`config.mk`:
```
export PLATFORM = sky130hd
export DESIGN_NAME = sfx_event_sequencer_flat
export DESIGN_NICKNAME = d
export VERILOG_FILES = /design/src/rtl/sfx_event_sequencer_if.sv /design/src/rtl/sfx_event_sequencer.sv /design/src/flat_wrapper.sv
export SDC_FILE = /design/constraint.sdc
export NUM_CORES = 1
export LEC_CHECK = 0
export BUFFER_PORTS_ARGS = -buffer_cell sky130_fd_sc_hd__buf_2
export CAP_MARGIN = 40
export CORE_MARGIN = 2
export CORE_UTILIZATION = 41
export DETAILED_ROUTE_END_ITERATION = 16
export PLACE_DENSITY = 0.72
export SETUP_SLACK_MARGIN = 0.05
export SYNTH_ARGS = -nofsm -noshare
export SYNTH_HDL_FRONTEND = slang
export SYNTH_SLANG_ARGS = --single-unit
```
`constraint.sdc`:
```
create_clock -name clk -period 2 [get_ports clk]
set_input_delay 0.4 -clock clk [delete_from_list [all_inputs] [get_ports clk]]
set_output_delay 0.4 -clock clk [all_outputs]
set_load 0.01 [all_outputs]
```
`src/rtl/sfx_event_sequencer_if.sv`:
```
// Sound-effect request bundle from the event sequencer to the APU: one-hot
// levels, active id and frame index, plus status.
interface sfx_event_sequencer_if #(
  parameter int CNT_W = 6
);
  logic             sfx_sheep;
  logic             sfx_sword;
  logic             sfx_player;
  logic [1:0]       sfx_id;
  logic [CNT_W-1:0] sfx_frame;
  logic             busy;
  logic [2:0]       pending;

  modport master (
    output sfx_sheep, sfx_sword, sfx_player, sfx_id, sfx_frame, busy, pending
  );

  modport slave (
    input sfx_sheep, sfx_sword, sfx_player, sfx_id, sfx_frame, busy, pending
  );
endinterface

```
`src/rtl/sfx_event_sequencer.sv`:
```
// Collision-to-sound-effect front end: synchronises raw hits, latches rises as
// pending requests and plays the highest-priority effect for a fixed frame count.
module sfx_event_sequencer #(
  parameter int SYNC_STAGES = 2,
  parameter int CNT_W       = 6,
  parameter int DUR_SHEEP   = 8,
  parameter int DUR_SWORD   = 12,
  parameter int DUR_PLAYER  = 30
) (
  input  logic                 clk,
  input  logic                 rst_n,
  input  logic                 frame_tick,
  input  logic                 sheep_hit_i,
  input  logic                 sword_hit_i,
  input  logic                 player_hit_i,
  sfx_event_sequencer_if.master sfx
);

  typedef enum logic {IDLE, PLAY} state_t;

  localparam logic [CNT_W-1:0] LAST_SHEEP  = CNT_W'(DUR_SHEEP - 1);
  localparam logic [CNT_W-1:0] LAST_SWORD  = CNT_W'(DUR_SWORD - 1);
  localparam logic [CNT_W-1:0] LAST_PLAYER = CNT_W'(DUR_PLAYER - 1);

  // Bit order everywhere is {player, sword, sheep}; id n maps to bit n-1,
  // so a numerically larger id is also the higher priority.
  logic [2:0]       sync_q [SYNC_STAGES];
  logic [2:0]       hist_q;
  logic [2:0]       rise;

  state_t           state_q, state_d;
  logic [1:0]       id_q, id_d, top_id;
  logic [CNT_W-1:0] frame_q, frame_d, last_frame;
  logic [2:0]       pend_q, pend_d;
  logic [2:0]       id_mask, set_mask, clr_mask;

  function automatic logic [2:0] id_onehot(input logic [1:0] id);
    return {id == 2'd3, id == 2'd2, id == 2'd1};
  endfunction

  // NOTE: the synchroniser array is a handful of flops, not a RAM, so it is
  // safe (and required) to clear it on reset.
  always_ff @(posedge clk or negedge rst_n) begin
    if (!rst_n) begin
      for (int s = 0; s < SYNC_STAGES; s++) sync_q[s] <= '0;
      hist_q <= '0;
    end else begin
      sync_q[0] <= {player_hit_i, sword_hit_i, sheep_hit_i};
      for (int s = 1; s < SYNC_STAGES; s++) sync_q[s] <= sync_q[s-1];
      hist_q <= sync_q[SYNC_STAGES-1];
    end
  end

  assign rise = sync_q[SYNC_STAGES-1] & ~hist_q;

  // NOTE: every signal gets a default before any branch so no latch can form.
  always_comb begin
    state_d  = state_q;
    id_d     = id_q;
    frame_d  = frame_q;
    clr_mask = '0;

    if (pend_q[2])      top_id = 2'd3;
    else if (pend_q[1]) top_id = 2'd2;
    else if (pend_q[0]) top_id = 2'd1;
    else                top_id = 2'd0;

    case (id_q)
      2'd1:    last_frame = LAST_SHEEP;
      2'd2:    last_frame = LAST_SWORD;
      2'd3:    last_frame = LAST_PLAYER;
      default: last_frame = '0;
    endcase

    // A rise of the effect already playing restarts it instead of queueing.
    id_mask  = id_onehot(id_q);
    set_mask = rise & ~id_mask;

    // Covers both a start from IDLE (id 0) and preemption of a lower effect.
    if (top_id > id_q) begin
      clr_mask = id_onehot(top_id);
      id_d     = top_id;
      frame_d  = '0;
      state_d  = PLAY;
    end else if (state_q == PLAY) begin
      if (|(rise & id_mask)) begin
        frame_d = '0;
      end else if (frame_tick) begin
        if (frame_q == last_frame) begin
          id_d    = 2'd0;
          state_d = IDLE;
        end else begin
          frame_d = frame_q + 1'b1;
        end
      end
    end

    // Set beats clear when a rise lands on the bit being served.
    pend_d = (pend_q & ~clr_mask) | set_mask;
  end

  // NOTE: state registers use non-blocking assignments so every flop samples
  // the pre-edge values regardless of statement order.
  always_ff @(posedge clk or negedge rst_n) begin
    if (!rst_n) begin
      state_q        <= IDLE;
      id_q           <= '0;
      frame_q        <= '0;
      pend_q         <= '0;
      sfx.sfx_sheep  <= 1'b0;
      sfx.sfx_sword  <= 1'b0;
      sfx.sfx_player <= 1'b0;
      sfx.busy       <= 1'b0;
    end else begin
      state_q        <= state_d;
      id_q           <= id_d;
      frame_q        <= frame_d;
      pend_q         <= pend_d;
      sfx.sfx_sheep  <= (id_d == 2'd1);
      sfx.sfx_sword  <= (id_d == 2'd2);
      sfx.sfx_player <= (id_d == 2'd3);
      sfx.busy       <= (state_d == PLAY);
    end
  end

  assign sfx.sfx_id    = id_q;
  assign sfx.sfx_frame = frame_q;
  assign sfx.pending   = pend_q;

endmodule

```
`src/flat_wrapper.sv`:
```
// flat-port wrapper written by rule: the top's interface ports become plain ports
module sfx_event_sequencer_flat 
#(
  parameter int SYNC_STAGES = 2,
  parameter int CNT_W       = 6,
  parameter int DUR_SHEEP   = 8,
  parameter int DUR_SWORD   = 12,
  parameter int DUR_PLAYER  = 30
)
  (clk, rst_n, frame_tick, sheep_hit_i, sword_hit_i, player_hit_i, sfx_sfx_sheep, sfx_sfx_sword, sfx_sfx_player, sfx_sfx_id, sfx_sfx_frame, sfx_busy, sfx_pending);
  sfx_event_sequencer_if #(.CNT_W(CNT_W)) sfx_i ();
  input  logic clk;
  input  logic rst_n;
  input  logic frame_tick;
  input  logic sheep_hit_i;
  input  logic sword_hit_i;
  input  logic player_hit_i;
  output wire logic [$bits(sfx_i.sfx_sheep)-1:0] sfx_sfx_sheep;
  output wire logic [$bits(sfx_i.sfx_sword)-1:0] sfx_sfx_sword;
  output wire logic [$bits(sfx_i.sfx_player)-1:0] sfx_sfx_player;
  output wire logic [$bits(sfx_i.sfx_id)-1:0] sfx_sfx_id;
  output wire logic [$bits(sfx_i.sfx_frame)-1:0] sfx_sfx_frame;
  output wire logic [$bits(sfx_i.busy)-1:0] sfx_busy;
  output wire logic [$bits(sfx_i.pending)-1:0] sfx_pending;
  assign sfx_sfx_sheep = sfx_i.sfx_sheep;
  assign sfx_sfx_sword = sfx_i.sfx_sword;
  assign sfx_sfx_player = sfx_i.sfx_player;
  assign sfx_sfx_id = sfx_i.sfx_id;
  assign sfx_sfx_frame = sfx_i.sfx_frame;
  assign sfx_busy = sfx_i.busy;
  assign sfx_pending = sfx_i.pending;
  sfx_event_sequencer #(.SYNC_STAGES(SYNC_STAGES), .CNT_W(CNT_W), .DUR_SHEEP(DUR_SHEEP), .DUR_SWORD(DUR_SWORD), .DUR_PLAYER(DUR_PLAYER)) u_core (.clk(clk), .rst_n(rst_n), .frame_tick(frame_tick), .sheep_hit_i(sheep_hit_i), .sword_hit_i(sword_hit_i), .player_hit_i(player_hit_i), .sfx(sfx_i));
endmodule
```
==> results.tsv, run 1 <==
metric	value	unit
Vias/cell	5.358	
# H-tree levels	1	
critical path's largest stage delay	450	ps
largest net degree at the start of global routing	25	
Max Freq	486.6	MHz
Site Rows	19	
critical path type	flip-flop to flip-flop	
CP top delay family	simple AND/OR/NAND/NOR gates	
TritonCTS Buffers	3	
top cells by count, synth	dfrtp_1, nand2_1, ha_1, inv_1, nand3_1	
gr usage total	0.1637	
initial antenna violation count	0	
Antenna Nets Post-Route	0	
Die Height	57.68	µm
number of inserted diodes	0	
FFs w/ async S/R, synth	1.000	
Total Power	3.045	mW
register area share after synthesis	0.5085	
slew at the pin closest to its max-slew limit	529.6	ps
final std cells w/o fill	179	
full die area	0.003326	mm²
placed cells	164	
per-cell routed wire length	15.59	µm
Yosys top cell area share	0.5085	
first-pass GRT wire length	4133	µm
Clock Path Buffers	2	
Static Leak	0.7446	nW
worst path required time	2230	ps
syn nets	117	
worst-path cell chain	buf_4 -> a21oi_4 -> ha_1 -> nor2b_1 -> o21ai_1 -> nor2b_2 -> or3b_4 -> o21ai_1	
Synth-to-Final Area Change	41.53	%
yosys warns	0	
status	finished, violations left	
Residual DRC	0	
clk_lat worst skew	310	ps
clock net sink count	24	
power per cell area	1821	mW/mm²
cell taking the most area after synthesis	dfrtp_1	
drt initial violations	16	
Initial Utilization	0.4283	
Max FO, Critical Path	6	
register-to-register setup slack	-60	ps
I/O Buffers	20	
headroom to the max-slew limit	0.6469	
Die Width	57.68	µm
Design Area, Final	0.001672	mm²
Multi-input gate area	681.9	µm²
most frequent CP cell	o21ai_1	
fin crit share	1.028	
hold slack final	45.97	ps
layout cells sized above 1	0.5203	
final slew viol count	0	
Finish-stage setup viols	6	
I/O Pins	21	
synthesized flop and latch total	24	
Worst VDD drop	0.9296	mV
GRT overflow	0	
vias in the first global route	908	
Reg2Reg Depth	8	
CTS Hold Bufs	0	
CTS tree	done	
final hold vios	0	
FF-to-FF Start	u_core.sfx.pending[2]	
Setup Total Neg Slack	-193.6	ps
Primary FF master, synth	dfrtp_1	
unrepaired setup endpoints after global routing	yes	
Root Driver	clkbuf_4	
total number of vias	959	
Buf/Inv on CP	1	
violated checks	setup timing	
Core ar.	0.002758	mm²
most numerous cell in the Yosys netlist	dfrtp_1	
DPL Wire Length	1721	µm
startpoint class of the critical path	flip-flop	
synth top area cells	dfrtp_1, ha_1, xnor2_1	
Hold Path Class	input port to async pin	
register area	604.3	µm²
Synth Instances	104	
drt pass-1 iters	4	
fin nets	162	
number of synthesized flops with an enable pin	0	
syn avg cell area	11.36	µm²
Critical Path AT	2290	ps
FF-to-FF End	u_core.sfx.sfx_frame[3]	
Filler cells	215	
maxcap violations	0	
CP endpoint kind	flip-flop	
post-layout minimum cycle time	2055	ps
CTS clk-pin slew, worst paths	130	ps
Synth cell types	27	
post-synthesis instance area	0.001181	mm²
final setup margin	-55.13	ps
area of placed instances	0.001401	mm²
Final Skew	9.013	ps
Total Wirelength	2791	µm
GPL Wtd Cong	0.8802	
Slowest-stage cell, CP	dfrtp_2	
[flip-flops by register name (all words and copies together) (netlist names)]
signal,flops
u_core.sfx.sfx_player,1
u_core.sfx.busy,1
u_core.sfx.pending,3
u_core.sfx.sfx_frame,6
u_core.sfx.sfx_id,2
u_core.sync_q,6
u_core.sfx.sfx_sword,1
u_core.hist_q,3
u_core.sfx.sfx_sheep,1
[where the power goes]
part | internal (mW) | switching [mW]
Combinational | 0.999 | 1.05
Clock | 0.111 | 0.143
Sequential | 0.609 | 0.136
Total | 1.72 | 1.33
[routing by layer]
metal / GRT usage / vias to the layer above / part of all wire / wire length (µm)
met3: 0.03125 / 6 / 0.040 / 112
met1: 0.2235 / 477 / 0.44 / 1235
met4: 0.06312 / 0 / 0.018 / 51
met2: 0.2597 / 20 / 0.50 / 1392
met5: 0 / - / 0 / 0
li1: - / 456 / - / -
[placed cells by master, fill, tap and decap left out, types with 2 or more instances in the layout]
| cell | synthesis | routed |
|---|---|---|
| ha_4 | 0 | 4 |
| nand2_1 | 8 | 8 |
| o21ai_0 | 5 | 4 |
| dfrtp_2 | 0 | 3 |
| ha_1 | 7 | 2 |
| o21ai_1 | 3 | 4 |
| nor2b_1 | 4 | 3 |
| o22ai_1 | 4 | 3 |
| buf_2 | 0 | 20 |
| clkbuf_4 | 0 | 3 |
| xnor2_1 | 5 | 4 |
| inv_4 | 0 | 3 |
| nand2b_1 | 3 | 3 |
| dfrtp_1 | 24 | 21 |
| buf_6 | 0 | 3 |
| nor2_1 | 5 | 4 |
| inv_1 | 7 | 3 |
| o311ai_2 | 0 | 3 |
| nand3_1 | 6 | 6 |
| nand2b_4 | 2 | 2 |
| buf_4 | 0 | 19 |
[how the worst max path moves through the flow]
stage                          start  slack [ps]                      end  cells after the start
6_report       u_core.sfx.pending[2]         -60  u_core.sfx.sfx_frame[3]                      8
5_1_grt        u_core.sfx.pending[2]        -110  u_core.sfx.sfx_frame[3]                      8
4_1_cts         u_core.sfx.sfx_id[1]           1  u_core.sfx.sfx_frame[5]                      7
3_5_place_dp    u_core.sfx.sfx_id[1]         -80  u_core.sfx.sfx_frame[2]                      8
3_3_place_gp    u_core.sfx.sfx_id[1]         -20     u_core.sfx.sfx_sheep                      7
2_1_floorplan  u_core.sfx.pending[2]         -20  u_core.sfx.sfx_frame[4]                      8
[final cells by class]
type / instances / share of cell area
tap: 31 / 0.02320
multi-input combinational: 71 / 0.4079
timing repair buffer: 42 / 0.1654
clock buffer: 4 / 0.02171
sequential: 24 / 0.3615
inverter: 7 / 0.02021
[cells by family after synthesis]
family,synth area share
buffers and inverters,0.02861
adders and majority gates,0.07415
muxes,0.008475
and+or+nand+nor,0.1737
AOI/OAI and AO/OA,0.1695
xor gates and xnor gates,0.03707
DFF,0.5085
[metrics by stage]
stage	setup WS (ps)	util
floorplan	-16.63	-
global placement	-15.89	0.5082
detailed placement	-83.01	0.5082
CTS	1.388	0.5540
global route	-114.2	0.6062
finish	-55.13	0.6062
[repair_timing]
action / 4_1_cts / 5_1_grt
hold endpoints to repair: 0 / 0
setup endpoints to repair: 12 / 13
pin swaps: 5 / 10
setup buffers: 7 / 6
resized for setup: 14 / 21
[worst register-to-register path, cell delays in order (launching register included)]
cell	delay, ps
dfrtp_2	450
buf_4	170
a21oi_4	140
ha_1	180
nor2b_1	50
o21ai_1	160
nor2b_2	190
or3b_4	440
o21ai_1	190
Note: power is estimated with default switching activity, not from simulation.
==> inputs of run 2 (changes only) <==
--- a/constraint.sdc
+++ b/constraint.sdc
@@ -3,2 +3,2 @@
 set_output_delay 0.4 -clock clk [all_outputs]
-set_load 0.01 [all_outputs]
+set_load 0.05 [all_outputs]
==> run 2 against run 1 <==
Effect of this change: the flow still finishes with violations (setup timing); critical path depth shrank 1; via count shrank 0.10%; cell count is 1.1% lower; worst setup slack got worse by 2.7 ps; non-clock buffer count fell by 2; global-route usage is 0.62 points higher; routed wire length fell by 2.2%; hold slack got worse by 1.7 ps; first-iteration DRC count up 56%; die area is the same; flip-flop and latch count is the same; utilization up 0.27 points; largest cell class unchanged.
==> results.tsv, run 2 (synthesis gave the netlist of run 1 again) <==
metric	value	unit	change
status	finished, violations left		unchanged
violated checks	setup timing		unchanged
final hold vios	0		unchanged
drt pass-1 iters	4		unchanged
Root Driver	clkbuf_4		unchanged
DPL Wire Length	1761	µm	was 1721 µm
final setup margin	-57.82	ps	was -55.13 ps
headroom to the max-slew limit	0.6469		about the same
Residual DRC	0		unchanged
startpoint class of the critical path	flip-flop		unchanged
Die Height	57.68	µm	unchanged
Total Wirelength	2730	µm	was 2791 µm
grt peak-use layer	met2		unchanged
TritonCTS Buffers	3		unchanged
Final Skew	2.965	ps	was 9.013 ps
unrepaired setup endpoints after global routing	yes		unchanged
I/O Buffers	20		unchanged
met1 Use GR	0.2307		was 0.2235
CP endpoint kind	flip-flop		unchanged
per-cell routed wire length	15.42	µm	was 15.59 µm
Setup Total Neg Slack	-299.0	ps	was -193.6 ps
maxcap violations	0		unchanged
CP endpoint	u_core.sfx.sfx_sword		was u_core.sfx.sfx_frame[3]
Max FO, Critical Path	8		was 6
Filler cells	203		was 215
area of placed instances	0.001425	mm²	was 0.001401 mm²
Core ar.	0.002758	mm²	unchanged
GPL Wtd Cong	0.8065		was 0.8802
Site Rows	19		unchanged
worst-path cell chain	inv_4 -> ha_4 -> xnor2_2 -> nand3_2 -> nor4b_4 -> and3_4 -> o32ai_1		was buf_4 -> a21oi_4 -> ha_1 -> nor2b_1 -> o21ai_1 -> nor2b_2 -> or3b_4 -> o21ai_1
total number of vias	958		was 959
GR Util met3	0.03125		unchanged
Die Width	57.68	µm	unchanged
Synth-to-Final Area Change	42.16	%	was 41.53%
fin crit share	1.029		was 1.028
number of inserted diodes	0		unchanged
drt initial violations	25		was 16
CTS clk-pin slew, worst paths	130	ps	about the same
largest net degree at the start of global routing	25		unchanged
initial antenna violation count	0		unchanged
crit path from	u_core.sfx.sfx_id[1]		was u_core.sfx.pending[2]
Finish-stage setup viols	8		was 6
WP depth	7		was 8
fin nets	160		was 162
Reg2Reg Depth	7		was 8
post-layout minimum cycle time	2058	ps	was 2055 ps
critical path type	flip-flop to flip-flop		unchanged
vias in the first global route	953		was 908
Antenna Nets Post-Route	0		unchanged
layout cells sized above 1	0.5479		was 0.5203
CTS tree	done		unchanged
Buf/Inv on CP	1		unchanged
worst path required time	2210	ps	was 2230 ps
I/O Pins	21		unchanged
clk_lat worst skew	310	ps	about the same
Hold Path Class	input port to async pin		unchanged
met2 Usage GRT	0.2792		was 0.2597
Clock Path Buffers	2		unchanged
register-to-register setup slack	-60	ps	about the same
CP top delay family	simple AND/OR/NAND/NOR gates		unchanged
full die area	0.003326	mm²	unchanged
GRT overflow	0		unchanged
critical path's largest stage delay	480	ps	was 450 ps
final std cells w/o fill	177		was 179
placed cells	164		unchanged
gr usage total	0.1699		was 0.1637
FF-to-FF Start	u_core.sfx.sfx_id[1]		was u_core.sfx.pending[2]
# H-tree levels	1		unchanged
Critical Path AT	2260	ps	was 2290 ps
Initial Utilization	0.4283		unchanged
commonest cells after routing, fill and taps aside	buf_2, dfrtp_1, buf_4		was dfrtp_1, buf_2, buf_4
Slowest-stage cell, CP	dfrtp_2		unchanged
Design Area, Final	0.001679	mm²	was 0.001672 mm²
final slew viol count	0		unchanged
clock net sink count	24		unchanged
Max Freq	486.0	MHz	was 486.6 MHz
first-pass GRT wire length	4395	µm	was 4133 µm
FF-to-FF End	u_core.sfx.sfx_sword		was u_core.sfx.sfx_frame[3]
Vias/cell	5.412		was 5.358
slew at the pin closest to its max-slew limit	529.7	ps	was 529.6 ps
-- run 2: layout make-up --
type / count / area (µm²) / area share
clock buffers: 4 / 36.28 / 0.02161
inverters: 7 / 31.28 / 0.01863
multi-input cells: 71 / 701.9 / 0.4180
flip-flops and latches: 24 / 605.6 / 0.3607
well taps: 31 / 38.79 / 0.02310
repair buffers: 40 / 265.3 / 0.1580
-- run 2: per-stage QoR --
stage	setup WS, ps	hold WS [ps]	utilization
final	-57.82	44.31	0.6089
after global routing	-171.2	76.62	0.6089
after CTS	-17.99	56.63	0.5785
after detailed placement	-131.7	340.3	0.5168
after global placement	-66.64	334.9	0.5168
after floorplan	-130.7	104.4	-
-- run 2: repair_timing --
action / CTS / global route
buffers inserted: 7 / 3
hold buffers: 0 / 0
resized for setup: 20 / 11
pin swaps: 9 / 6
setup endpoints to repair: 5 / 12
endpoints found under the hold margin: 0 / 0
-- run 2: routing by layer --
metal | vias up | wire (µm)
met4 | 0 | 26
met1 | 491 | 1307
met2 | 12 | 1324
li1 | 451 | -
met3 | 4 | 71
met5 | - | 0
-- run 2: how the worst min path moves through the flow --
stage / startpoint / endpoint / slack, ps / cells past startpoint
after CTS: rst_n / u_core.sfx.sfx_sheep / 60 / 1
after global routing: rst_n / u_core.sync_q[0] / 80 / 1
after floorplan: rst_n / u_core.hist_q[0] / 100 / 0
after global placement: u_core.sync_q[5] / u_core.sync_q[2] / 330 / 0
after detailed placement: u_core.sync_q[4] / u_core.sync_q[1] / 340 / 0
final: rst_n / u_core.sfx.busy / 40 / 1
Power of run 2 is not shown: default switching activity piles up to over one toggle a cycle in this logic, so the estimate is an artifact.
